==> config.mk <==
export PLATFORM = sky130hd
export DESIGN_NAME = iir_out_decimator_flat
export DESIGN_NICKNAME = d
export VERILOG_FILES = /design/src/rtl/iir_pkg.sv /design/src/rtl/iir_out_decimator_if.sv /design/src/rtl/iir_sync_fifo.sv /design/src/rtl/iir_out_decimator.sv /design/src/flat_wrapper.sv
export SDC_FILE = /design/constraint.sdc
export NUM_CORES = 1
export LEC_CHECK = 0
export ABC_AREA = 1
export CORE_MARGIN = 2
export CORE_UTILIZATION = 55
export CTS_BUF_LIST = sky130_fd_sc_hd__clkbuf_8 sky130_fd_sc_hd__clkbuf_16
export CTS_CLUSTER_DIAMETER = 40
export DETAILED_ROUTE_END_ITERATION = 10
export PLACE_DENSITY = 0.77
export SKIP_LAST_GASP = 1
export SYNTH_ARGS = -nofsm -noshare
export SYNTH_HDL_FRONTEND = slang
export SYNTH_HIERARCHICAL = 1
export SYNTH_SLANG_ARGS = --single-unit
==> constraint.sdc <==
create_clock -name clk -period 3.1 [get_ports clk]
set_clock_uncertainty 0.2 [all_clocks]
set_input_delay 0.31 -clock clk [delete_from_list [all_inputs] [get_ports clk]]
set_output_delay 0.31 -clock clk [all_outputs]
set_load 0.05 [all_outputs]
==> src/rtl/iir_pkg.sv <==
// Shared definitions for the IIR filter chain: sample type, FSM encoding and
// a constant-foldable ceil(log2) helper.
package iir_pkg;

    localparam int IIR_DATA_W = 16;

    typedef logic signed [IIR_DATA_W-1:0] iir_sample_t;

    typedef enum logic {
        ST_WARM = 1'b0,
        ST_ACC  = 1'b1
    } dec_state_t;

    function automatic int clog2(input int value);
        int r;
        r = 0;
        for (int i = 0; i < 31; i++) begin
            if ((1 << i) < value) r = i + 1;
        end
        return r;
    endfunction

endpackage

==> src/rtl/iir_out_decimator_if.sv <==
// Result stream from the decimator to its consumer.
interface iir_out_decimator_if
    import iir_pkg::*;
#(
    parameter int DATA_W = IIR_DATA_W
);

    // A beat transfers on a rising edge where m_valid & m_ready are both 1;
    // the producer drives m_valid/m_data from registers, never from m_ready.
    logic signed [DATA_W-1:0] m_data;
    logic                     m_valid;
    logic                     m_ready;

    modport master (output m_data, output m_valid, input m_ready);
    modport slave  (input m_data, input m_valid, output m_ready);

endinterface

==> src/rtl/iir_sync_fifo.sv <==
// Count-based synchronous FIFO with a registered head that holds its last
// value when the FIFO drains.
module iir_sync_fifo
    import iir_pkg::*;
#(
    parameter int WIDTH = IIR_DATA_W,
    parameter int DEPTH = 4
) (
    input  logic             clk,
    input  logic             rst_n,
    input  logic             push,
    input  logic [WIDTH-1:0] wr_data,
    input  logic             pop,
    output logic [WIDTH-1:0] head,
    output logic             full,
    output logic             empty
);

    localparam int AW = clog2(DEPTH);

    logic [WIDTH-1:0] mem [DEPTH];
    logic [AW-1:0]    wr_ptr;
    logic [AW-1:0]    rd_ptr;
    logic [AW-1:0]    rd_ptr_nxt;
    logic [AW:0]      count;
    logic [AW:0]      count_nxt;
    logic             do_push;
    logic             do_pop;

    assign full       = (count == (AW+1)'(DEPTH));
    assign empty      = (count == '0);
    assign do_pop     = pop && !empty;
    assign do_push    = push && (!full || do_pop);
    assign rd_ptr_nxt = do_pop ? rd_ptr + AW'(1) : rd_ptr;
    assign count_nxt  = count + (AW+1)'(do_push) - (AW+1)'(do_pop);

    always_ff @(posedge clk) begin
        if (do_push) mem[wr_ptr] <= wr_data;
    end

    // The head register looks ahead so the new head is visible the cycle
    // after a pop, bypassing storage when the written entry becomes the head.
    always_ff @(posedge clk or negedge rst_n) begin
        if (!rst_n) begin
            wr_ptr <= '0;
            rd_ptr <= '0;
            count  <= '0;
            head   <= '0;
        end else begin
            if (do_push) wr_ptr <= wr_ptr + AW'(1);
            rd_ptr <= rd_ptr_nxt;
            count  <= count_nxt;
            if (count_nxt != '0) begin
                head <= (do_push && (wr_ptr == rd_ptr_nxt)) ? wr_data : mem[rd_ptr_nxt];
            end
        end
    end

endmodule

==> src/rtl/iir_out_decimator.sv <==
// Drops the filter start-up transient, averages groups of DECIM samples with
// round-half-up, and buffers results onto a valid/ready stream.
module iir_out_decimator
    import iir_pkg::*;
#(
    parameter int DATA_W     = IIR_DATA_W,
    parameter int DECIM      = 4,
    parameter int WARMUP     = 6,
    parameter int FIFO_DEPTH = 4
) (
    input  logic                     clk,
    input  logic                     rst_n,
    input  logic signed [DATA_W-1:0] y_val,
    input  logic                     en,
    iir_out_decimator_if.master      m,
    output logic                     overflow,
    input  logic                     clr_ovf,
    output dec_state_t               dbg_state
);

    localparam int LOG2D = clog2(DECIM);
    localparam int ACC_W = DATA_W + LOG2D + 1;
    localparam int PW    = (LOG2D < 1) ? 1 : LOG2D;
    localparam logic [7:0] WARM_LAST = (WARMUP == 0) ? 8'd0 : 8'(WARMUP - 1);
    localparam dec_state_t RST_STATE = (WARMUP == 0) ? ST_ACC : ST_WARM;
    localparam logic signed [ACC_W-1:0] HALF = ACC_W'(DECIM / 2);

    dec_state_t               state_q, state_d;
    logic [7:0]               warm_cnt_q, warm_cnt_d;
    logic [PW-1:0]            phase_q, phase_d;
    logic signed [ACC_W-1:0]  acc_q, acc_d;
    logic signed [ACC_W-1:0]  y_ext;
    logic signed [ACC_W-1:0]  acc_sum;
    logic                     res_valid;
    logic signed [DATA_W-1:0] res_data;
    logic [DATA_W-1:0]        head;
    logic                     full;
    logic                     empty;
    logic                     drop;

    assign y_ext    = {{(LOG2D + 1){y_val[DATA_W-1]}}, y_val};
    assign acc_sum  = acc_q + y_ext + HALF;
    // The sum of DECIM in-range samples shifted by log2(DECIM) always fits DATA_W.
    assign res_data = DATA_W'(acc_sum >>> LOG2D);

    always_ff @(posedge clk or negedge rst_n) begin
        if (!rst_n) begin
            state_q    <= RST_STATE;
            warm_cnt_q <= '0;
            phase_q    <= '0;
            acc_q      <= '0;
        end else begin
            state_q    <= state_d;
            warm_cnt_q <= warm_cnt_d;
            phase_q    <= phase_d;
            acc_q      <= acc_d;
        end
    end

    always_comb begin
        state_d    = state_q;
        warm_cnt_d = warm_cnt_q;
        phase_d    = phase_q;
        acc_d      = acc_q;
        res_valid  = 1'b0;
        if (en) begin
            case (state_q)
                ST_WARM: begin
                    if (warm_cnt_q == WARM_LAST) begin
                        state_d    = ST_ACC;
                        warm_cnt_d = '0;
                    end else begin
                        warm_cnt_d = warm_cnt_q + 8'd1;
                    end
                end
                ST_ACC: begin
                    acc_d = (phase_q == '0) ? y_ext : acc_q + y_ext;
                    if (phase_q == PW'(DECIM - 1)) begin
                        res_valid = 1'b1;
                        phase_d   = '0;
                    end else begin
                        phase_d = phase_q + PW'(1);
                    end
                end
                default: state_d = RST_STATE;
            endcase
        end
    end

    iir_sync_fifo #(
        .WIDTH (DATA_W),
        .DEPTH (FIFO_DEPTH)
    ) u_fifo (
        .clk     (clk),
        .rst_n   (rst_n),
        .push    (res_valid),
        .wr_data (res_data),
        .pop     (m.m_ready),
        .head    (head),
        .full    (full),
        .empty   (empty)
    );

    assign m.m_data  = head;
    assign m.m_valid = !empty;
    assign dbg_state = state_q;

    // A full FIFO still accepts a result when the consumer pops in the same cycle.
    assign drop = res_valid && full && !m.m_ready;

    always_ff @(posedge clk or negedge rst_n) begin
        if (!rst_n) begin
            overflow <= 1'b0;
        end else if (drop) begin
            overflow <= 1'b1;
        end else if (clr_ovf) begin
            overflow <= 1'b0;
        end
    end

endmodule
==> src/flat_wrapper.sv <==
// flat-port wrapper written by rule: the top's interface ports become plain ports
module iir_out_decimator_flat import iir_pkg::*;
#(
    parameter int DATA_W     = IIR_DATA_W,
    parameter int DECIM      = 4,
    parameter int WARMUP     = 6,
    parameter int FIFO_DEPTH = 4
)
  (clk, rst_n, y_val, en, overflow, clr_ovf, dbg_state, m_m_data, m_m_valid, m_m_ready);
  iir_out_decimator_if #(.DATA_W(DATA_W)) m_i ();
  input  logic clk;
  input  logic rst_n;
  input  logic signed [DATA_W-1:0] y_val;
  input  logic en;
  output logic overflow;
  input  logic clr_ovf;
  output dec_state_t dbg_state;
  output wire logic [$bits(m_i.m_data)-1:0] m_m_data;
  output wire logic [$bits(m_i.m_valid)-1:0] m_m_valid;
  input wire logic [$bits(m_i.m_ready)-1:0] m_m_ready;
  assign m_m_data = m_i.m_data;
  assign m_m_valid = m_i.m_valid;
  assign m_i.m_ready = m_m_ready;
  iir_out_decimator #(.DATA_W(DATA_W), .DECIM(DECIM), .WARMUP(WARMUP), .FIFO_DEPTH(FIFO_DEPTH)) u_core (.clk(clk), .rst_n(rst_n), .y_val(y_val), .en(en), .m(m_i), .overflow(overflow), .clr_ovf(clr_ovf), .dbg_state(dbg_state));
endmodule
==> results of run 1 <==
[worst max path at each step]
stage | start | end | cells past startpoint
floorplan | u_core/dbg_state | u_core/u_fifo/head[15] | 16
global placement | y_val[0] | u_core/u_fifo/head[14] | 20
detailed placement | y_val[0] | u_core/u_fifo/head[15] | 20
CTS | u_core/phase_q[0] | u_core/u_fifo/head[11] | 13
global route | y_val[0] | u_core/u_fifo/head[10] | 21
finish | y_val[0] | u_core/u_fifo/head[10] | 20
[power by group]
part | switching [mW] | internal [mW] | leakage, nW
Clock | 0.661 | 1.37 | 0.316
Combinational | 4.09 | 2.26 | 2.69
Sequential | 0.196 | 2.33 | 1.19
[area by class of cell]
| class | instances | area [um^2] | area share [%] |
|---|---|---|---|
| Multi-Input combinational cell | 624 | 3280 | 37.8 |
| Timing Repair Buffer | 103 | 881 | 10.2 |
| Clock buffer | 19 | 453 | 5.22 |
| Sequential cell | 117 | 3250 | 37.5 |
| Tap cell | 172 | 215 | 2.48 |
| Clock inverter | 13 | 164 | 1.89 |
| Inverter | 115 | 435 | 5.02 |
[Yosys cell counts (2+ instances only)]
| master | count |
|---|---|
| nand3_2 | 7 |
| nor2_1 | 46 |
| buf_6 | 3 |
| nor2_2 | 6 |
| nand2_4 | 11 |
| fa_1 | 2 |
| o22ai_1 | 2 |
| or2_2 | 3 |
| edfxtp_1 | 64 |
| buf_2 | 13 |
| o21ai_0 | 18 |
| dfrtp_1 | 53 |
| nand2_1 | 275 |
| nand2_2 | 20 |
| and2_1 | 3 |
| xnor2_1 | 3 |
| xor2_1 | 11 |
| clkbuf_1 | 8 |
| nand4_1 | 22 |
| nand3_1 | 121 |
| ha_1 | 27 |
| inv_1 | 109 |
| nor4_1 | 2 |
| nor3_1 | 4 |
| nor2_4 | 4 |
| a21oi_1 | 30 |
| nand3b_1 | 2 |
| inv_2 | 5 |
[flip-flops by register name, summed over array words and instances (netlist names)]
register	flops
u_core/phase_q	2
u_core/u_fifo/head	16
u_core/overflow	1
u_core/acc_q	18
u_core/u_fifo/rd_ptr	2
u_core/u_fifo/mem	64
u_core/warm_cnt_q	8
u_core/u_fifo/count	3
u_core/dbg_state	1
u_core/u_fifo/wr_ptr	2
[worst max-delay path: cells and delay by family]
family / cells / cell delay [ns]
adders and majority gates: 2 / 0.58
buffers and inverters: 5 / 0.80
and+or+nand+nor: 13 / 1.37
[cells by family (layout without fill, tap and decap cells)]
kind of cell,Yosys count,after routing
DFF,117,117
and+or+nand+nor,528,528
xor gates and xnor gates,14,14
adders and majority gates,29,29
AOI/OAI and AO/OA,53,53
buffers and inverters,139,250
[timing repair]
action / CTS / global route
setup buffers: 0 / 1
hold endpoints to repair: 24 / 0
setup endpoints to repair: 0 / 11
gates resized for setup: 0 / 8
hold buffers: 1 / 0
[per-stage QoR]
| stage | utilization [%] | instance area (um^2) | setup slack, ns | setup TNS [ns] | std cells |
|---|---|---|---|---|---|
| 3_5_place_dp | 63.6 | 8000 | -0.180 | -5.87 | 1129 |
| 2_1_floorplan | - | 7060 | 0.0553 | 0 | 880 |
| 4_1_cts | 68.6 | 8620 | 0.0948 | 0 | 1162 |
| 5_1_grt | 69.0 | 8670 | -0.0380 | -0.0397 | 1163 |
| 3_3_place_gp | 63.6 | 8000 | -0.125 | -3.90 | 1129 |
| 6_report | 69.0 | 8670 | 0.152 | 0 | 1163 |
[routing by layer]
layer  global-route usage (%)  up-vias  wire length (um)
met3                     6.28       44              1020
met4                     9.33        0               411
met5                        0        -                 0
met2                     45.4      222              8390
met1                     33.6     2882              7330
li1                         -     3057                 -
==> results.toml, run 1 <==
[timing]
drv_slew = 0
rsz0062_at_grt = "yes"
hold_viol = 0
final-setup-viol-count = 0
layout_min_cycle_time_ns = 2.95
timing.slew.headroom_pct = 60.6
fmax_mhz = 339
hold_ws_ns = 0.227
tightest_slew_ns = 0.587
fin_crit_sh_pct = 95.1

[pwr]
max-vdd-ir-drop_mv = 0.500
power_density_mw_per_mm2 = 1260
finalPower_mw = 10.9
leakage_nw = 4.20

[global_routing]
grt_max_degree = 30
antenna_found_initial = 0
grtUsageTotal_pct = 26.7
grt_pass1_wl_mm = 27.9
globalRouteOverflowTotal = 0
grt_pass1_vias = 5859

[worst_setup_path]
slowest_delay_ns = 0.49
rr_startpoint = "u_core/phase_q[0]"
reg2regPathDepth = 13
cp_max_fo = 4
rrSetupSlack_ns = 0.18
crit_path_top_delay_cell = "clkdlybuf4s50_1"
path_cells = "clkdlybuf4s50_1 > ha_1 > inv_1 > fa_1 > inv_1 > nand3_1 > nand2_4 > nand2_4 > nand2_4 > nand3_1 > nor2_2 > nand3_1 > nor2_2 > nand2_1 > nand2_1 > inv_1 > inv_1 > nand4_1 > nand3_1 > nand2_1"
reg2reg_to = "u_core/u_fifo/head[11]"
worstPathRequired_ns = 3.20
end_kind = "register"
path_class = "in2reg"
worstPathArrival_ns = 3.05
cp-start-kind = "primary input"

[detailed_routing]
drt-initial-drc-count = 509
drtAntennaViolNets = 0
wl_per_cell_um = 14.7
drcViolationCount = 0
routed_wl_mm = 17.1
via_per_inst = 5.34
vias = 6205
dr.pass1.iters = 7

[cells_and_area]
layout_common_cells = "nand2_1, nand3_1, inv_1"
final_nets = 1028
drive_gt1_share_pct = 16.2
area_delta_synth_final_pct = 23.0
diodes = 0
final_common_cell = "nand2_1"
fillCellCount = 1015

[floorplanning]
die_w_um = 117
start_util_pct = 56.1
pin_count = 40
fp.dieH_um = 117
core-area_mm2 = 0.0126
num_rows = 41
die-area_mm2 = 0.0137

[yosys]
yosysTopAreaCellShare_pct = 27.2
yosys.area.top_type = "edfxtp_1"
synth-edff-count = 64
synth_mux_area_share_pct = 0
synth-warning-count = 6
synthXorXnorAreaFrac_pct = 1.74
ys.flop_type = "edfxtp_1"
synthCells = 880
synth_area_mm2 = 0.00705
syn_nets = 930
yosys.area_share.adder_pct = 5.36
synth_area_leaders = "edfxtp_1, dfrtp_1, nand2_1"
yosys.cell_types.count = 34
synthArstFlopShare_pct = 45.3
synth_top_family_by_area = "simple AND/OR/NAND/NOR gates"
synth_compound_area_share_pct = 4.04
yosysSeqAreaShare_pct = 46.0
syn_avg_cell_area_um2 = 8.02
ys_ff_latch = 117
synth-simple-area-share_pct = 34.9

[clock_tree]
numCtsBuffers = 17
cts_tree = "done"
cts-root-buf = "clkbuf_16"
cts_buffer_depth = 2
insertion_delay_ns = 0.42
cts.clk_slew.worst_paths_ns = 0.05
cts.sinks = 117
htree_levels = 4

[placement]
gp_congestion = 0.894
hpwl_mm = 11.8
io_buffers = 39

[hold_path]
hold_path.class = "in2async"

[outcome]
status = "finished clean"

[job]
drv_cap = 0
(Power assumes the default switching activity.)
==> inputs of run 2 (changes only) <==
Settings changed: CAP_MARGIN from default to 15, CORE_UTILIZATION 55 to 60, PLACE_DENSITY 0.77 to 0.8, SETUP_SLACK_MARGIN from default to 0.5.
Clock period 3.1 ns to 3.05 ns, I/O delays scaled along.
==> results.toml, run 2 (synthesized netlist as in run 1, its figures left out) <==
[worst_setup_path]
rrSetupSlack_ns = -0.01
reg2reg_to = "u_core/u_fifo/head[13]"
worstPathArrival_ns = 3.16
end_kind = "register"
cp-start-kind = "register"
path_class = "reg2reg"
rr_startpoint = "u_core/acc_q[0]"
reg2regPathDepth = 17
cp_max_fo = 6
worstPathRequired_ns = 3.15

[outcome]
status = "finished, violations left"
violations = "negative setup slack"

[placement]
io_buffers = 39
hpwl_mm = 11.6
gp_congestion = 0.895
dp.cells = 1107

[global_routing]
globalRouteOverflowTotal = 0
grt_pass1_vias = 6441
grtUsageTotal_pct = 31.7
grt_max_degree = 34
antenna_found_initial = 0
grt_pass1_wl_mm = 31.3

[detailed_routing]
drtAntennaViolNets = 0
wl_per_cell_um = 19.6
dr.pass1.iters = 8
drcViolationCount = 0
drt-initial-drc-count = 760
via_per_inst = 6.04
routed_wl_mm = 23.1
vias = 7110

[hold_path]
holdPathStages = 3
hold_path.class = "in2reg"
min_from = "y_val[0]"
hold_end = "u_core/acc_q[0]"

[cells_and_area]
top_register = "u_core/u_fifo/mem"
layout_common_cells = "nand2_1, inv_1, nand3_1, buf_4, edfxtp_1"
multi_input_area_mm2 = 0.00388
final_common_cell = "nand2_1"
layout.cells.non_filler = 1178
fin_util_pct = 83.0
final_nets = 1072
fillCellCount = 600
largest_reg_flops = 64
regArea_mm2 = 0.00325
top_regs = "u_core/u_fifo/mem: 64 flops, u_core/acc_q: 18 flops, u_core/u_fifo/head: 16 flops"
drive_gt1_share_pct = 28.5
diodes = 0
area_delta_synth_final_pct = 35.0

[floorplanning]
die_w_um = 112
start_util_pct = 61.5
core-area_mm2 = 0.0115
pin_count = 40
fp.dieH_um = 112
num_rows = 39
die-area_mm2 = 0.0126

[timing]
fmax_mhz = 327
setup_slack_ns = -0.00983
drv_slew = 0
layout_min_cycle_time_ns = 3.06
hold_viol = 0
hold_ws_ns = 0.109
timing.slew.headroom_pct = 63.0
rsz0062_at_grt = "yes"
final-setup-viol-count = 1
fin_crit_sh_pct = 100
tightest_slew_ns = 0.552

[clock_tree]
cts.clk_slew.worst_paths_ns = 0.06
htree_levels = 4
cts.sinks = 117
numCtsBuffers = 17
insertion_delay_ns = 0.42
cts_buffer_depth = 2
cts_tree = "done"
cts-root-buf = "clkbuf_16"

[job]
drv_cap = 0
## run 2: area by class of cell
type / instances / share of cell area (%)
Tap cell: 143 / 1.88
Timing Repair Buffer: 144 / 12.8
Clock buffer: 18 / 4.61
Inverter: 115 / 4.64
Clock inverter: 14 / 1.01
Sequential cell: 117 / 34.1
Multi-Input combinational cell: 626 / 40.8
Timing Repair inverter: 1 / 0.0920
## run 2: worst max path at each step
stage	startpoint	endpoint	slack [ns]	cells past startpoint
floorplan	u_core/u_fifo/count[0]	u_core/u_fifo/head[15]	0.30	18
global placement	y_val[0]	u_core/u_fifo/head[14]	-0.21	20
detailed placement	y_val[0]	u_core/u_fifo/head[14]	-0.27	20
CTS	u_core/acc_q[0]	u_core/u_fifo/head[13]	0.31	17
global route	u_core/acc_q[0]	u_core/u_fifo/head[9]	-0.07	17
finish	u_core/acc_q[0]	u_core/u_fifo/head[13]	-0.01	17
## run 2: layer usage
layer  wire (um)  part of all wire [%]  up-vias  GRT usage [%]
met4        1470                   6.4        0           14.1
met1        8150                    35     3268           38.4
met3        2240                   9.7      142           6.48
met2       11200                    49      544           54.7
met5           0                     0        -              0
li1            -                     -     3156              -
## run 2: worst max-delay path, stage by stage, from the launching register on
cell and delay (ns):
dfrtp_1 0.35, ha_2 0.19, inv_2 0.04, fa_2 0.35, xor2_1 0.19, inv_1 0.14
ha_2 0.23, nand3_4 0.10, nor2_4 0.14, nand3_4 0.11, nor2_4 0.17, nand3_2 0.09
nand2_2 0.07, nand2_2 0.07, inv_2 0.06, nand4_1 0.18, nand3_2 0.16, nand2_1 0.08
## run 2: repair_timing
item,CTS,global route
resized for setup,75,67
buffers inserted,16,19
hold endpoints to repair,20,0
endpoints found under the setup margin,64,64
hold buffers,1,0
pin swaps,47,35
cloned,3,0
## run 2: per-stage QoR
stage          area (um^2)  setup WS [ns]  setup TNS (ns)
3_5_place_dp          8060         -0.266           -6.55
2_1_floorplan         7120          0.301               0
6_report              9520       -0.00983        -0.00983
4_1_cts               9060          0.306               0
5_1_grt               9520        -0.0711          -0.143
3_3_place_gp          8060         -0.214           -5.20
Power of run 2 is not shown: default switching activity piles up to over one toggle a cycle in this logic, so the estimate is an artifact.
==> inputs of run 3 (changes only) <==
Settings changed: ABC_AREA 1 to default, CORE_MARGIN 2 to default.
==> results.toml, run 3 <==
[timing]
rsz0062_at_grt = "yes"
final-setup-viol-count = 41
setup_slack_ns = -0.361
drv_slew = 0
tightest_slew_ns = 0.783
fmax_mhz = 293
layout_min_cycle_time_ns = 3.41
timing.slew.headroom_pct = 47.8
hold_viol = 0
fin_crit_sh_pct = 112
hold_ws_ns = 0.123
fin_setup_tns_ns = -5.99

[placement]
gp_congestion = 0.914
dp.cells = 884
hpwl_mm = 11.6
place_area_mm2 = 0.00833
io_buffers = 39
post-place-ws_ns = -0.667

[yosys]
synth_top_family_by_area = "simple AND/OR/NAND/NOR gates"
ys_ff_latch = 117
synth_common_cells = "nand2_1, edfxtp_1, dfrtp_1"
yosys.area.top_type = "edfxtp_1"
yosys.cell_types.count = 76
yosysSeqAreaShare_pct = 46.2
synthArstFlopShare_pct = 45.3
ys.flop_type = "edfxtp_1"
synth_area_mm2 = 0.00703
yosys.area_share.adder_pct = 5.37
synth-warning-count = 6
synthCells = 634
synth-simple-area-share_pct = 14.4
synth-edff-count = 64
syn_nets = 684
synth_most_common_cell = "nand2_1"
synthXorXnorAreaFrac_pct = 5.50
synth_compound_area_share_pct = 13.4
syn_avg_cell_area_um2 = 11.1
yosysTopAreaCellShare_pct = 27.3
synth_area_leaders = "edfxtp_1, dfrtp_1, mux2i_1"
synth_mux_area_share_pct = 11.0

[floorplanning]
die_w_um = 110
die-area_mm2 = 0.0122
core-area_mm2 = 0.0114
fp.dieH_um = 110
pin_count = 40
start_util_pct = 61.6
num_rows = 39

[detailed_routing]
drtAntennaViolNets = 0
wl_per_cell_um = 21.8
drcViolationCount = 0
drt-initial-drc-count = 554
vias = 5901
routed_wl_mm = 20.5
via_per_inst = 6.28
dr.pass1.iters = 5

[worst_setup_path]
worstPathRequired_ns = 3.15
end_kind = "register"
worstPathArrival_ns = 3.51
crit_path_top_delay_cell = "or4_4"
crit_family = "simple AND/OR/NAND/NOR gates"
worst-path-buf-inv = 3
path_class = "reg2reg"
cp_common_cell = "xnor2_2"
path_cells = "ha_4 > inv_2 > fa_2 > nand2b_4 > a21oi_4 > xnor2_2 > or4_4 > nor3b_4 > nand2_2 > buf_4 > buf_6 > nor2_2 > xnor2_2 > o21ai_0 > o21ai_1"
cp-start-kind = "register"
slowest_delay_ns = 0.45
cp_max_fo = 5

[outcome]
violations = "negative setup slack"
status = "finished, violations left"

[clock_tree]
numCtsBuffers = 17
insertion_delay_ns = 0.42
cts-root-buf = "clkbuf_16"
cts.sinks = 117
htree_levels = 4
cts_tree = "done"
cts_buffer_depth = 2
cts.clk_slew.worst_paths_ns = 0.05

[global_routing]
grt_pass1_wl_mm = 29.2
busiest_layer = "met2"
globalRouteOverflowTotal = 0
antenna_found_initial = 0
gr-usage-met3_pct = 7.76
grt_pass1_vias = 5748
use_met2_pct = 55.7
grtUsageTotal_pct = 32.8
grt_max_degree = 37
met1_usage_pct = 39.9

[pwr]
p_sw_share_pct = 42.3
comb_power_share_pct = 63.9
power.switching_mw = 5.25
internal_power_mw = 7.15
pwr-share-clk_pct = 14.3
seq_power_share_pct = 21.7
max-vdd-ir-drop_mv = 0.885
leakage_nw = 3.96
finalPower_mw = 12.4
power_density_mw_per_mm2 = 1300

[cells_and_area]
diodes = 0
fin_util_pct = 83.8
final_common_cell = "buf_4"
layout.cells.non_filler = 939
top_regs = "u_core/u_fifo/mem: 64 flops, u_core/acc_q: 18 flops, u_core/u_fifo/head: 16 flops"
final_nets = 834
largest_reg_flops = 64
layout_common_cells = "buf_4, nand2_1, edfxtp_1"
area_delta_synth_final_pct = 36.0
drive_gt1_share_pct = 33.3
top_register = "u_core/u_fifo/mem"
final_area_mm2 = 0.00956

[hold_path]
hold_path.class = "in2reg"

[job]
drv_cap = 0
==> run 3: timing repair <==
action                     4_1_cts  5_1_grt
setup buffers                   12        9
hold endpoints to repair        28        0
gates resized for setup         62       43
setup endpoints to repair       72       80
gates cloned                     1        1
hold buffers                     1        0
pin swaps                       22       23
==> run 3: layout make-up <==
cell class              instances  area (um^2)
clock buffers                  18          439
fillers                       590         1850
flip-flops and latches        117         3250
clock inverters                13         80.1
inverters                      26         97.6
well taps                     143          179
multi-input cells             460         4110
repair buffers                162         1410
==> run 3: final timing paths <==
path	startpoint	end	slack [ns]	cells past startpoint
hold / removal	y_val[1]	u_core/acc_q[1]	0.12	3
min in group asynchronous	rst_n	u_core/u_fifo/head[3]	0.29	2
hold reg to reg	u_core/acc_q[14]	u_core/acc_q[14]	0.28	2
max in group asynchronous	rst_n	u_core/u_fifo/head[5]	1.62	3
setup reg to reg	u_core/acc_q[0]	u_core/u_fifo/head[12]	-0.36	15
setup / recovery	u_core/acc_q[0]	u_core/u_fifo/head[12]	-0.36	15
==> run 3: worst register-to-register path: cells and delay by family, from the launching register on <==
family                   cells  cell delay (ns)
AO/OA/AOI/OAI                3             0.52
flip-flops                   1             0.39
AND/OR/NAND/NOR              5             1.14
adder cells (fa/ha/maj)      2             0.51
buffers and inverters        3             0.34
XOR/XNOR                     2             0.20
==> run 3: metal layers <==
| metal | wire [um] | vias to the layer above |
|---|---|---|
| li1 | - | 2621 |
| met1 | 7530 | 2873 |
| met2 | 10500 | 335 |
| met3 | 1680 | 72 |
| met4 | 738 | 0 |
| met5 | 0 | - |
==> run 3: power by group through the flow <==
stage / Clock, mW / Sequential [mW] / Combinational, mW
finish: 1.78 / 2.69 / 7.93
global route: 1.87 / 2.73 / 8.35
CTS: 1.78 / 2.66 / 7.02
detailed placement: 0 / 2.68 / 6.20
global placement: 0 / 2.65 / 5.97
floorplan: 0 / 3.02 / 3.64
==> run 3: kinds of logic (layout without fill, tap and decap cells) <==
group,count (synthesis),after routing
AND/OR/NAND/NOR,194,195
AO/OA/AOI/OAI,138,138
flip-flops,117,117
buffers and inverters,58,219
multiplexers,57,57
XOR/XNOR,41,41
adder cells (fa/ha/maj),29,29
